**config.mk**
```make
export PLATFORM = sky130hd
export DESIGN_NAME = stonyman_sequencer
export DESIGN_NICKNAME = d
export VERILOG_FILES = /design/src/rtl/stonyman_sequencer.sv
export SDC_FILE = /design/constraint.sdc
export NUM_CORES = 1
export LEC_CHECK = 0
export ABC_CLOCK_PERIOD_IN_PS = 4800
export CAP_MARGIN = 20
export CELL_PAD_IN_SITES_DETAIL_PLACEMENT = 1
export CELL_PAD_IN_SITES_GLOBAL_PLACEMENT = 1
export CORE_AREA = 8 8 80 82
export DETAILED_ROUTE_END_ITERATION = 16
export DIE_AREA = 0 0 88 90
export GPL_ROUTABILITY_DRIVEN = 0
export PLACE_DENSITY_LB_ADDON = 0.05
export REMOVE_ABC_BUFFERS = 1
export SYNTH_ARGS = -nofsm -noshare
export SYNTH_HDL_FRONTEND = slang
export SYNTH_SLANG_ARGS = --single-unit
export TNS_END_PERCENT = 5
```
**constraint.sdc**
```tcl
create_clock -name clk -period 4.8 [get_ports clk]
set_input_delay 0.72 -clock clk [delete_from_list [all_inputs] [get_ports clk]]
set_output_delay 0.72 -clock clk [all_outputs]
set_load 0.02 [all_outputs]
```
**src/rtl/stonyman_sequencer.sv**
```systemverilog
// Stonyman pixel-addressing sequencer: walks row/col pointers, settles, and hands each pixel to the ADC.
// Optional feature macro STONYMAN_SUBSAMPLE_EN: capture every second row/column using double INCV/INCP pulses.
module stonyman_sequencer #(
  parameter int unsigned ROWS          = 112,
  parameter int unsigned COLS          = 112,
  parameter int unsigned PULSE_CYCLES  = 2,
  parameter int unsigned SETTLE_CYCLES = 20
) (
  input  logic       clk,
  input  logic       reset,
  input  logic       frame_start,
  input  logic       adc_capture_done,
  output logic       adc_capture_start,
  output logic       resv,
  output logic       incv,
  output logic       resp,
  output logic       incp,
  output logic [6:0] row,
  output logic [6:0] col,
  output logic       frame_busy,
  output logic       frame_done
);

  localparam int unsigned PTR_W = 7;
  localparam int unsigned CMP_W = PTR_W + 1;
  localparam int unsigned TMR_W = 16;
`ifdef STONYMAN_SUBSAMPLE_EN
  localparam int unsigned STEP = 2;
`else
  localparam int unsigned STEP = 1;
`endif
  localparam logic [TMR_W-1:0] PULSE_LD  = TMR_W'(PULSE_CYCLES - 1);
  localparam logic [TMR_W-1:0] SETTLE_LD = TMR_W'(SETTLE_CYCLES - 1);
  localparam logic [CMP_W-1:0] ROW_LAST  = CMP_W'(ROWS - 1);
  localparam logic [CMP_W-1:0] COL_LAST  = CMP_W'(COLS - 1);
  localparam logic [CMP_W-1:0] STEP_CMP  = CMP_W'(STEP);
  localparam logic [PTR_W-1:0] STEP_PTR  = PTR_W'(STEP);

  typedef enum logic [3:0] {
    IDLE, RST_ROW, RST_COL, SETTLE, CAPTURE, WAIT_DONE, INC_COL, INC_ROW, DONE
  } state_t;

  state_t             state, state_d;
  logic [TMR_W-1:0]   timer, timer_d;
  logic [PTR_W-1:0]   row_d, col_d;
  logic               tmr_zero, col_more, row_more, pulse_last, pulse_on_d;
  logic               cap_d, resv_d, resp_d, incv_d, incp_d, busy_d, done_d;
`ifdef STONYMAN_SUBSAMPLE_EN
  // Increment phase: 0 = first pulse, 1 = low gap, 2 = second pulse.
  logic [1:0]         ph, ph_d;
  assign pulse_last = (ph == 2'd2);
  assign pulse_on_d = (ph_d != 2'd1);
`else
  assign pulse_last = 1'b1;
  assign pulse_on_d = 1'b1;
`endif

  assign tmr_zero = (timer == '0);
  assign col_more = (({1'b0, col} + STEP_CMP) <= COL_LAST);
  assign row_more = (({1'b0, row} + STEP_CMP) <= ROW_LAST);

  // Next-state, timer, pointer and output decode.
  always_comb begin
    state_d = state;
    timer_d = timer;
    row_d   = row;
    col_d   = col;
`ifdef STONYMAN_SUBSAMPLE_EN
    ph_d    = ph;
`endif
    case (state)
      IDLE: begin
        if (frame_start) begin
          state_d = RST_ROW;
          timer_d = PULSE_LD;
          row_d   = '0;
          col_d   = '0;
        end
      end
      RST_ROW: begin
        if (tmr_zero) begin
          state_d = RST_COL;
          timer_d = PULSE_LD;
        end else begin
          timer_d = timer - TMR_W'(1);
        end
      end
      RST_COL: begin
        if (tmr_zero) begin
          state_d = SETTLE;
          timer_d = SETTLE_LD;
          col_d   = '0;
        end else begin
          timer_d = timer - TMR_W'(1);
        end
      end
      SETTLE: begin
        if (tmr_zero) state_d = CAPTURE;
        else          timer_d = timer - TMR_W'(1);
      end
      CAPTURE: state_d = WAIT_DONE;
      WAIT_DONE: begin
        if (adc_capture_done) begin
          timer_d = PULSE_LD;
`ifdef STONYMAN_SUBSAMPLE_EN
          ph_d    = 2'd0;
`endif
          if (col_more)      state_d = INC_COL;
          else if (row_more) state_d = INC_ROW;
          else               state_d = DONE;
        end
      end
      INC_COL, INC_ROW: begin
        if (!tmr_zero) begin
          timer_d = timer - TMR_W'(1);
        end else if (!pulse_last) begin
          timer_d = PULSE_LD;
`ifdef STONYMAN_SUBSAMPLE_EN
          ph_d    = ph + 2'd1;
`endif
        end else if (state == INC_COL) begin
          state_d = SETTLE;
          timer_d = SETTLE_LD;
          col_d   = col + STEP_PTR;
        end else begin
          state_d = RST_COL;
          timer_d = PULSE_LD;
          row_d   = row + STEP_PTR;
        end
      end
      DONE:    state_d = IDLE;
      default: state_d = IDLE;
    endcase

    busy_d = (state_d != IDLE);
    resv_d = (state_d == RST_ROW);
    resp_d = (state_d == RST_COL);
    incp_d = (state_d == INC_COL) && pulse_on_d;
    incv_d = (state_d == INC_ROW) && pulse_on_d;
    cap_d  = (state_d == CAPTURE);
    done_d = (state_d == DONE);
  end

  // State and registered outputs.
  always_ff @(posedge clk) begin
    if (!reset) begin
      state             <= IDLE;
      timer             <= '0;
      row               <= '0;
      col               <= '0;
      adc_capture_start <= 1'b0;
      resv              <= 1'b0;
      resp              <= 1'b0;
      incv              <= 1'b0;
      incp              <= 1'b0;
      frame_busy        <= 1'b0;
      frame_done        <= 1'b0;
`ifdef STONYMAN_SUBSAMPLE_EN
      ph                <= 2'd0;
`endif
    end else begin
      state             <= state_d;
      timer             <= timer_d;
      row               <= row_d;
      col               <= col_d;
      adc_capture_start <= cap_d;
      resv              <= resv_d;
      resp              <= resp_d;
      incv              <= incv_d;
      incp              <= incp_d;
      frame_busy        <= busy_d;
      frame_done        <= done_d;
`ifdef STONYMAN_SUBSAMPLE_EN
      ph                <= ph_d;
`endif
    end
  end

endmodule
```
Word level (Yosys, flattened, before mapping)
Index checks and enable logic that the tools add are counted.

cells by class
  order comparisons = 2
  reductions and logical operators = 10
  multiplexer cells = 26
  add/sub/neg operators = 5
  eq/ne operators = 20

operators by type and width
  cell                                                             number
  two-way mux 16 bit                                               6
  case mux 16 bit (6 select lines)                                 1
  two-way mux 7 bit                                                6
  two-way mux 4 bit                                                8
  equality test 4 x 3 -> 1 bit (second input constant)             7
  case mux 4 bit (7 select lines)                                  1
  case mux 7 bit (3 select lines)                                  1
  adder 7 x 1 -> 8 bit (second input constant)                     2
  less-or-equal comparator 8 x 7 -> 1 bit (second input constant)  2
  logical NOT 16 bit                                               1
  subtractor 16 x 1 -> 16 bit (second input constant)              1
  adder 7 x 1 -> 7 bit (second input constant)                     2
  != test 2 bit (second input constant)                            7
  case mux 7 bit (2 select lines)                                  1
  equality test 4 x 2 -> 1 bit (second input constant)             3
  equality test 4 x 1 -> 1 bit (second input constant)             2
  AND reduction 4 bit                                              2
  nonzero test 6 bit                                               1
  two-way mux 5 bit                                                1
  AND reduction 5 bit                                              1
  equality test 4 bit (second input constant)                      1
  logical NOT 4 bit                                                1
  nonzero test 4 bit                                               1
  nonzero test 3 bit                                               1
  3 further kinds                                                  3

word-level totals
  input port bits = 4
  register bits after elaboration = 41
  output and inout bits = 21
  logic and storage cells = 74

Depth between registers and ports, before layout
Gate-level depths: netlist of the first run.

  depth after elaboration = 7
  gate-level depth with buffers = 9
  mapped depth without buffers = 9

Worst setup path before layout of the first run
No wires, ideal clock.

  path kind = flip-flop to flip-flop
  from = register col[1]
  to = register frame_busy
  stages on the path, launching flop included = 8
  period minus slack after synthesis = 2.177 ns
  required time = 4.675 ns
  library setup time = 0.125 ns
  setup slack = 2.623 ns
  data arrival time = 2.052 ns
  buffers on the path = 0
  cells stage by stage = dfxtp_1 -> ha_1 -> a31oi_1 -> a311oi_1 -> o21ai_0 -> o211ai_1 -> o21ai_2 -> o41a_1

between the ends
  cells in the longest elaborated chain, start to end = 6

ends and longest elaborated chain
  element                                  line  text
  start, declared                          19    output logic [6:0] col,
  start signal, assigned                   165   col <= col_d;
  adder 7 x 1 -> 8 bit                     59    assign col_more = (({1'b0, col} + STEP_CMP) <= COL_LAST);
  less-or-equal comparator 8 x 7 -> 1 bit  59
  two-way mux 4 bit                        108   if (col_more) state_d = INC_COL;
  two-way mux 4 bit                        103   if (adc_capture_done) begin
  case mux 4 bit (7 select lines)          71    case (state)
  nonzero test 4 bit                       135   busy_d = (state_d != IDLE);
  end signal, assigned                     171   frame_busy <= busy_d;
  end, declared                            20    output logic frame_busy,

No other way between the ends.
A chain may end at the register's enable or synchronous reset.

Worst setup path after layout of the first run
  from = input adc_capture_done
  to = register timer[15]

between the ends
  cells in the longest elaborated chain, start to end = 2

ends and longest elaborated chain
  element                               line  text
  start, declared                       12    input logic adc_capture_done,
  != test 2 bit (no source line)        -
  AND reduction 4 bit (no source line)  -
  end signal, assigned                  163   timer <= timer_d;
  end, declared                         44    logic [TMR_W-1:0] timer, timer_d;

No other way between the ends.

==> results of run 1 <==
## critical path: cells and delay by family
family                 cells  cell delay (ps)
AO/OA/AOI/OAI              3              780
buffers and inverters      1              530
AND/OR/NAND/NOR            3              900
## power groups by stage
stage / Sequential, mW / Combinational, mW / Clock, mW
floorplan: 0.512 / 0.607 / 0
global placement: 0.521 / 0.800 / 0
detailed placement: 0.523 / 0.804 / 0
CTS: 0.516 / 0.809 / 0.217
global route: 0.528 / 0.890 / 0.234
finish: 0.517 / 0.806 / 0.207
## worst paths after layout
check,startpoint,end,slack (ps),cells past startpoint
setup / recovery,adc_capture_done,timer[15]$_SDFFE_PN0P_,2080,7
hold / removal,timer[0]$_SDFFE_PN0P_,timer[0]$_SDFFE_PN0P_,500,1
setup reg to reg,col[1]$_SDFFE_PN0P_,frame_busy$_SDFF_PN0_,2370,6
hold reg to reg,timer[0]$_SDFFE_PN0P_,timer[0]$_SDFFE_PN0P_,500,1
## through the flow
stage / cells / hold WS, ps / area (sq um) / utilization [%]
final: 365 / 496 / 2590 / 49.5
after global routing: 365 / 520 / 2590 / 49.5
after CTS: 365 / 500 / 2590 / 49.5
after detailed placement: 359 / 484 / 2520 / 48.1
after global placement: 359 / 468 / 2520 / 48.1
after floorplan: 262 / 449 / 2180 / -
## final cells by class
| cell class | instances | area [sq um] |
|---|---|---|
| Clock buffer | 5 | 68.8 |
| Clock inverter | 1 | 5.00 |
| Fill cell | 671 | 2640 |
| Inverter | 8 | 30.0 |
| Multi-Input combinational cell | 213 | 1330 |
| Sequential cell | 41 | 821 |
| Tap cell | 72 | 90.1 |
| Timing Repair Buffer | 25 | 248 |
## per-layer routing
metal,vias to the layer above,track usage (%)
met3,6,3.37
met2,19,25.9
met5,-,0
met4,0,5.45
li1,1015,-
met1,952,16.4
## cell families (layout without fill, tap and decap cells)
group           after synthesis  in the layout
mux                           2              2
simple gates                135            135
flops                        41             41
fa+ha+maj                     5              5
buf+inv                      18             39
xor+xnor                     15             15
compound gates               56             56
## flip-flops by register name, indices dropped and copies added, names as in the netlist
name,cells
adc_capture_start,1
row,7
resv,1
resp,1
state,4
timer,16
incv,1
frame_done,1
frame_busy,1
incp,1
col,7
## placed cells by master, fill, tap and decap left out, drive strengths merged, types with 4 or more instances in the layout
| cell | Yosys | routed |
|---|---|---|
| clkbuf | 6 | 5 |
| clkdlybuf4s50 | 0 | 24 |
| a21boi | 4 | 4 |
| inv | 8 | 8 |
| nand2b | 5 | 5 |
| nor3b | 7 | 7 |
| xnor2 | 6 | 6 |
| nor4 | 5 | 5 |
| nand3 | 14 | 14 |
| and2 | 6 | 6 |
| a31oi | 4 | 4 |
| dfxtp | 41 | 41 |
| ha | 5 | 5 |
| nand2 | 24 | 24 |
| nor2b | 5 | 5 |
| nor3 | 16 | 16 |
| a21oi | 16 | 16 |
| o21ai | 10 | 10 |
| o21a | 5 | 5 |
| nor2 | 30 | 30 |
| xor2 | 9 | 9 |
| nand4 | 6 | 6 |
==> run summary, run 1 <==
outcome -> finished clean
# rows -> 27
DRT Pass-1 Iters -> 4
Seq/Total Area, Yosys -> 36.8%
XOR/XNOR Fraction of Synth Area -> 5.89%
CTS root buf -> clkbuf_8
fin. max-slew vios -> 0
TritonCTS clock tree -> built
Pleak -> 0.900 nW
Cell Chain, Critical Path -> clkdlybuf4s50_1 > nand2b_1 > o21ai_0 > a21oi_1 > nand3_1 > or4_1 > a21oi_1
initial antenna violation count -> 0
Post-layout nets -> 303
HP Class -> register to register
routed length on met2 -> 2740 um
via count of the first global-routing pass -> 2,049
DR DRC count -> 0
Post-synth EDFFs -> 0
most frequent CP cell -> a21oi_1
Post-synth top cells -> dfxtp_1 (41), nor2_1 (29), nand2_1 (24), a21oi_1 (16)
Power Total -> 1.53 mW
Top Layer Used -> met4
Crit path arrival time -> 2950 ps
vias per cell -> 5.46
slew margin rel. -> 45.4%
Post-Syn Area -> 0.00223 sq mm
Core ar. -> 0.00524 sq mm
H-tree levels -> 2
Yosys top cell by area -> dfxtp_1
final setup violation count -> 0
highest clock rate -> 0.368 GHz
crit-path max FO -> 7
Gate power share -> 52.7%
Yosys cell types -> 54
dpl ws -> 1810 ps
Peak VDD IR -> 0.465 mV
total gr overflow -> 0
Die Span Y -> 90 um
DR vias -> 1,992
top-count cell post-synth -> dfxtp_1
Main synth FF type -> dfxtp_1
Setup TNS -> 0 ps
crit share post-route -> 56.6%
power density cells -> 590 mW/mm^2
full die area -> 0.00792 sq mm
met1 WL -> 2540 um
I/O Pins -> 25
# diodes -> 0
RSZ-0062 raised after global routing -> no
worst setup margin -> 2080 ps
CP required -> 5030 ps
Simple-Gate Fraction of Synth Area -> 33.4%
DP HPWL -> 4000 um
Synth Area in Compound Gates -> 16.7%
global-route wire length before repair -> 9360 um
largest family of logic cells by synthesized area -> simple AND/OR/NAND/NOR gates
Int Pwr -> 0.835 mW
Post-Syn Area per Cell -> 8.20 sq um
Synth area leaders -> dfxtp_1 (37%), nor2_1 (4.9%), nand2_1 (4.0%), a21oi_1 (3.6%), xor2_1 (3.5%)
clock share of power -> 13.5%
Cells after Synth -> 272
DRT iter0 DRCs -> 67
Startpoint Class -> input pin
pin count of the biggest net entering global routing -> 23
Longest Clk Path Bufs -> 2
WL final -> 5520 um
share of cells above drive strength 1 -> 6.48%
Worst Tran Pin Value -> 816 ps
Reg power frac -> 33.8%
post-cts sizing count -> 0
Yosys reg bits -> 41
Wirelength per Cell -> 15.1 um
# Post-CTS Setup Buffers -> 0
delay of the slowest critical-path stage -> 530 ps
Net Sw Power -> 0.694 mW
Synth Area in Adders -> 2.81%
Max Clock Skew -> 5.88 ps
GRT Resource Usage Total -> 14.7%
Final min period -> 2720 ps
# clock sinks -> 41
critical path class -> input pin to register
P&R area growth vs syn -> 16.3%
total CTS buffers -> 5
Final Hold Violating Endpoints -> 0
Max-cap violations -> 0
post-synth top area share -> 36.8%
CP endpoint kind -> register
metal3 WL -> 162 um
Initial Utilization -> 42.6%
die width -> 88 um
antenna-violating nets left -> 0
switch share -> 45.4%
clk_lat worst skew -> 290 ps
CTS Hold Bufs -> 0
Async S/R FF share, synth -> 0%
synth warn -> 0
Clock transition at path regs -> 70 ps
PortBufs -> 24
CP max-delay cell -> clkdlybuf4s50_1
mux share of post-synthesis cell area -> 0.898%
(Power assumes the default switching activity.)
==> run 2: changes to the inputs <==
Settings changed: ABC_CLOCK_PERIOD_IN_PS 4800 to 2700, CORE_AREA 8 8 80 82 to 8 8 82 84, DIE_AREA 0 0 88 90 to 0 0 90 92.
Clock period 4.8 ns to 2.7 ns, I/O delays scaled along.
==> run summary, run 2 (synthesis results as in run 1) <==
Hold Path Origin -> timer[0]$_SDFFE_PN0P_
H-tree levels -> 2
Final Hold Violating Endpoints -> 0
Reg power frac -> 30.7%
Worst Tran Pin Value -> 651 ps
critical path class -> register to register
final setup violation count -> 0
pin count of the biggest net entering global routing -> 16
Cell Chain, Critical Path -> ha_1 > a31oi_1 > a311oi_1 > o21ai_0 > o211ai_1 > o21ai_2 > o41a_1
Largest register FFs -> 16
Initial Utilization -> 41.2%
Final min period -> 2390 ps
CP max-delay cell -> dfxtp_1
fin. max-slew vios -> 0
Core Util, Final -> 49.7%
# Post-CTS Setup Buffers -> 0
PortBufs -> 24
DRT iter0 DRCs -> 78
hold depth -> 1
full die area -> 0.00828 sq mm
commonest non-fill, non-tap cell in the layout -> dfxtp_1
Max Clock Skew -> 7.86 ps
RSZ-0062 raised after global routing -> no
Max-cap violations -> 0
DRT Pass-1 Iters -> 4
CP endpoint kind -> register
Longest Clk Path Bufs -> 2
Setup TNS -> 0 ps
DP HPWL -> 4270 um
Crit path arrival time -> 2590 ps
Net Sw Power -> 1.29 mW
Peak VDD IR -> 0.797 mV
via count of the first global-routing pass -> 2,137
clk_lat worst skew -> 300 ps
WL final -> 5770 um
P&R area growth vs syn -> 20.5%
GRT Resource Usage Total -> 14.6%
slew margin rel. -> 56.1%
# rows -> 27
share of cells above drive strength 1 -> 9.27%
HP Class -> register to register
Wirelength per Cell -> 15.4 um
CTS Hold Bufs -> 0
Pleak -> 0.950 nW
die width -> 90 um
Int Pwr -> 1.63 mW
vias per cell -> 5.49
global-route wire length before repair -> 10,200 um
Largest regs -> timer x16, col x7, row x7
CTS root buf -> clkbuf_8
Clock transition at path regs -> 90 ps
worst r2r path cells -> 7
worst setup margin -> 306 ps
crit share post-route -> 88.7%
Power Total -> 2.92 mW
WP depth -> 7
total gr overflow -> 0
power density cells -> 1090 mW/mm^2
# diodes -> 0
top cell family by delay on the critical path -> compound AO/OA/AOI/OAI gates
post-cts sizing count -> 0
RR Startpoint -> col[1]$_SDFFE_PN0P_
DR DRC count -> 0
total CTS buffers -> 5
delay of the slowest critical-path stage -> 450 ps
initial antenna violation count -> 0
CP required -> 2890 ps
Die Span Y -> 92 um
crit-path max FO -> 7
I/O Pins -> 25
Gate power share -> 51.9%
antenna-violating nets left -> 0
# clock sinks -> 41
TritonCTS clock tree -> built
Post-layout nets -> 310
highest clock rate -> 0.418 GHz
DR vias -> 2,055
Startpoint Class -> register
switch share -> 44.3%
register name with the most flops -> timer
dpl ws -> 313 ps
outcome -> finished clean
Crit path buffers/inverters -> 0
Core ar. -> 0.00541 sq mm
critical path launch point -> col[1]$_SDFFE_PN0P_
clock share of power -> 17.4%
most frequent cells in the layout -> dfxtp_1 (41), nor2_1 (29), nand2_1 (24), clkdlybuf4s50_1 (24), a21oi_1 (16)
[run 2: cell types whose count changed in the layout (fill, tap and decap cells not counted)]
cell / previous run / this run
clkinv_4: 0 / 1
clkinvlp_4: 0 / 1
bufinv_16: 0 / 1
clkinv_2: 1 / 0
buf_4: 1 / 8
[run 2: power by group through the flow]
stage               clock network (mW)  registers (mW)  logic (mW)
CTS                              0.527           0.895        1.53
global route                     0.548           0.923        1.71
global placement                     0           0.899        1.50
floorplan                            0           0.910        1.08
detailed placement                   0           0.906        1.51
finish                           0.509           0.897        1.52
[run 2: worst paths after layout]
kind | to | slack (ps)
worst max-delay path | frame_busy$_SDFF_PN0_ | 310
worst max register to register | frame_busy$_SDFF_PN0_ | 310
worst min register to register | timer[0]$_SDFFE_PN0P_ | 500
worst min-delay path | timer[0]$_SDFFE_PN0P_ | 500
[run 2: layer usage]
layer	vias up	share of wire (%)	GRT usage (%)
met3	6	3.2	3.59
li1	1032	-	-
met4	0	1.2	4.58
met5	-	0	0
met1	992	45	16.4
met2	25	50	26.6
[run 2: layout make-up]
class                      instances  area (sq um)
tap                               72          90.1
timing repair buffer              32           300
multi-input combinational        213          1330
clock inverter                     3          46.3
inverter                           8          30.0
sequential                        41           821
clock buffer                       5          68.8
fill                             672          2720
[run 2: per-stage QoR]
step                      instance area, sq um  hold WS, ps  std cells
final                                     2690          504        374
after floorplan                           2180          449        262
after global routing                      2690          540        374
after detailed placement                  2570          500        366
after global placement                    2570          472        366
after CTS                                 2690          513        374
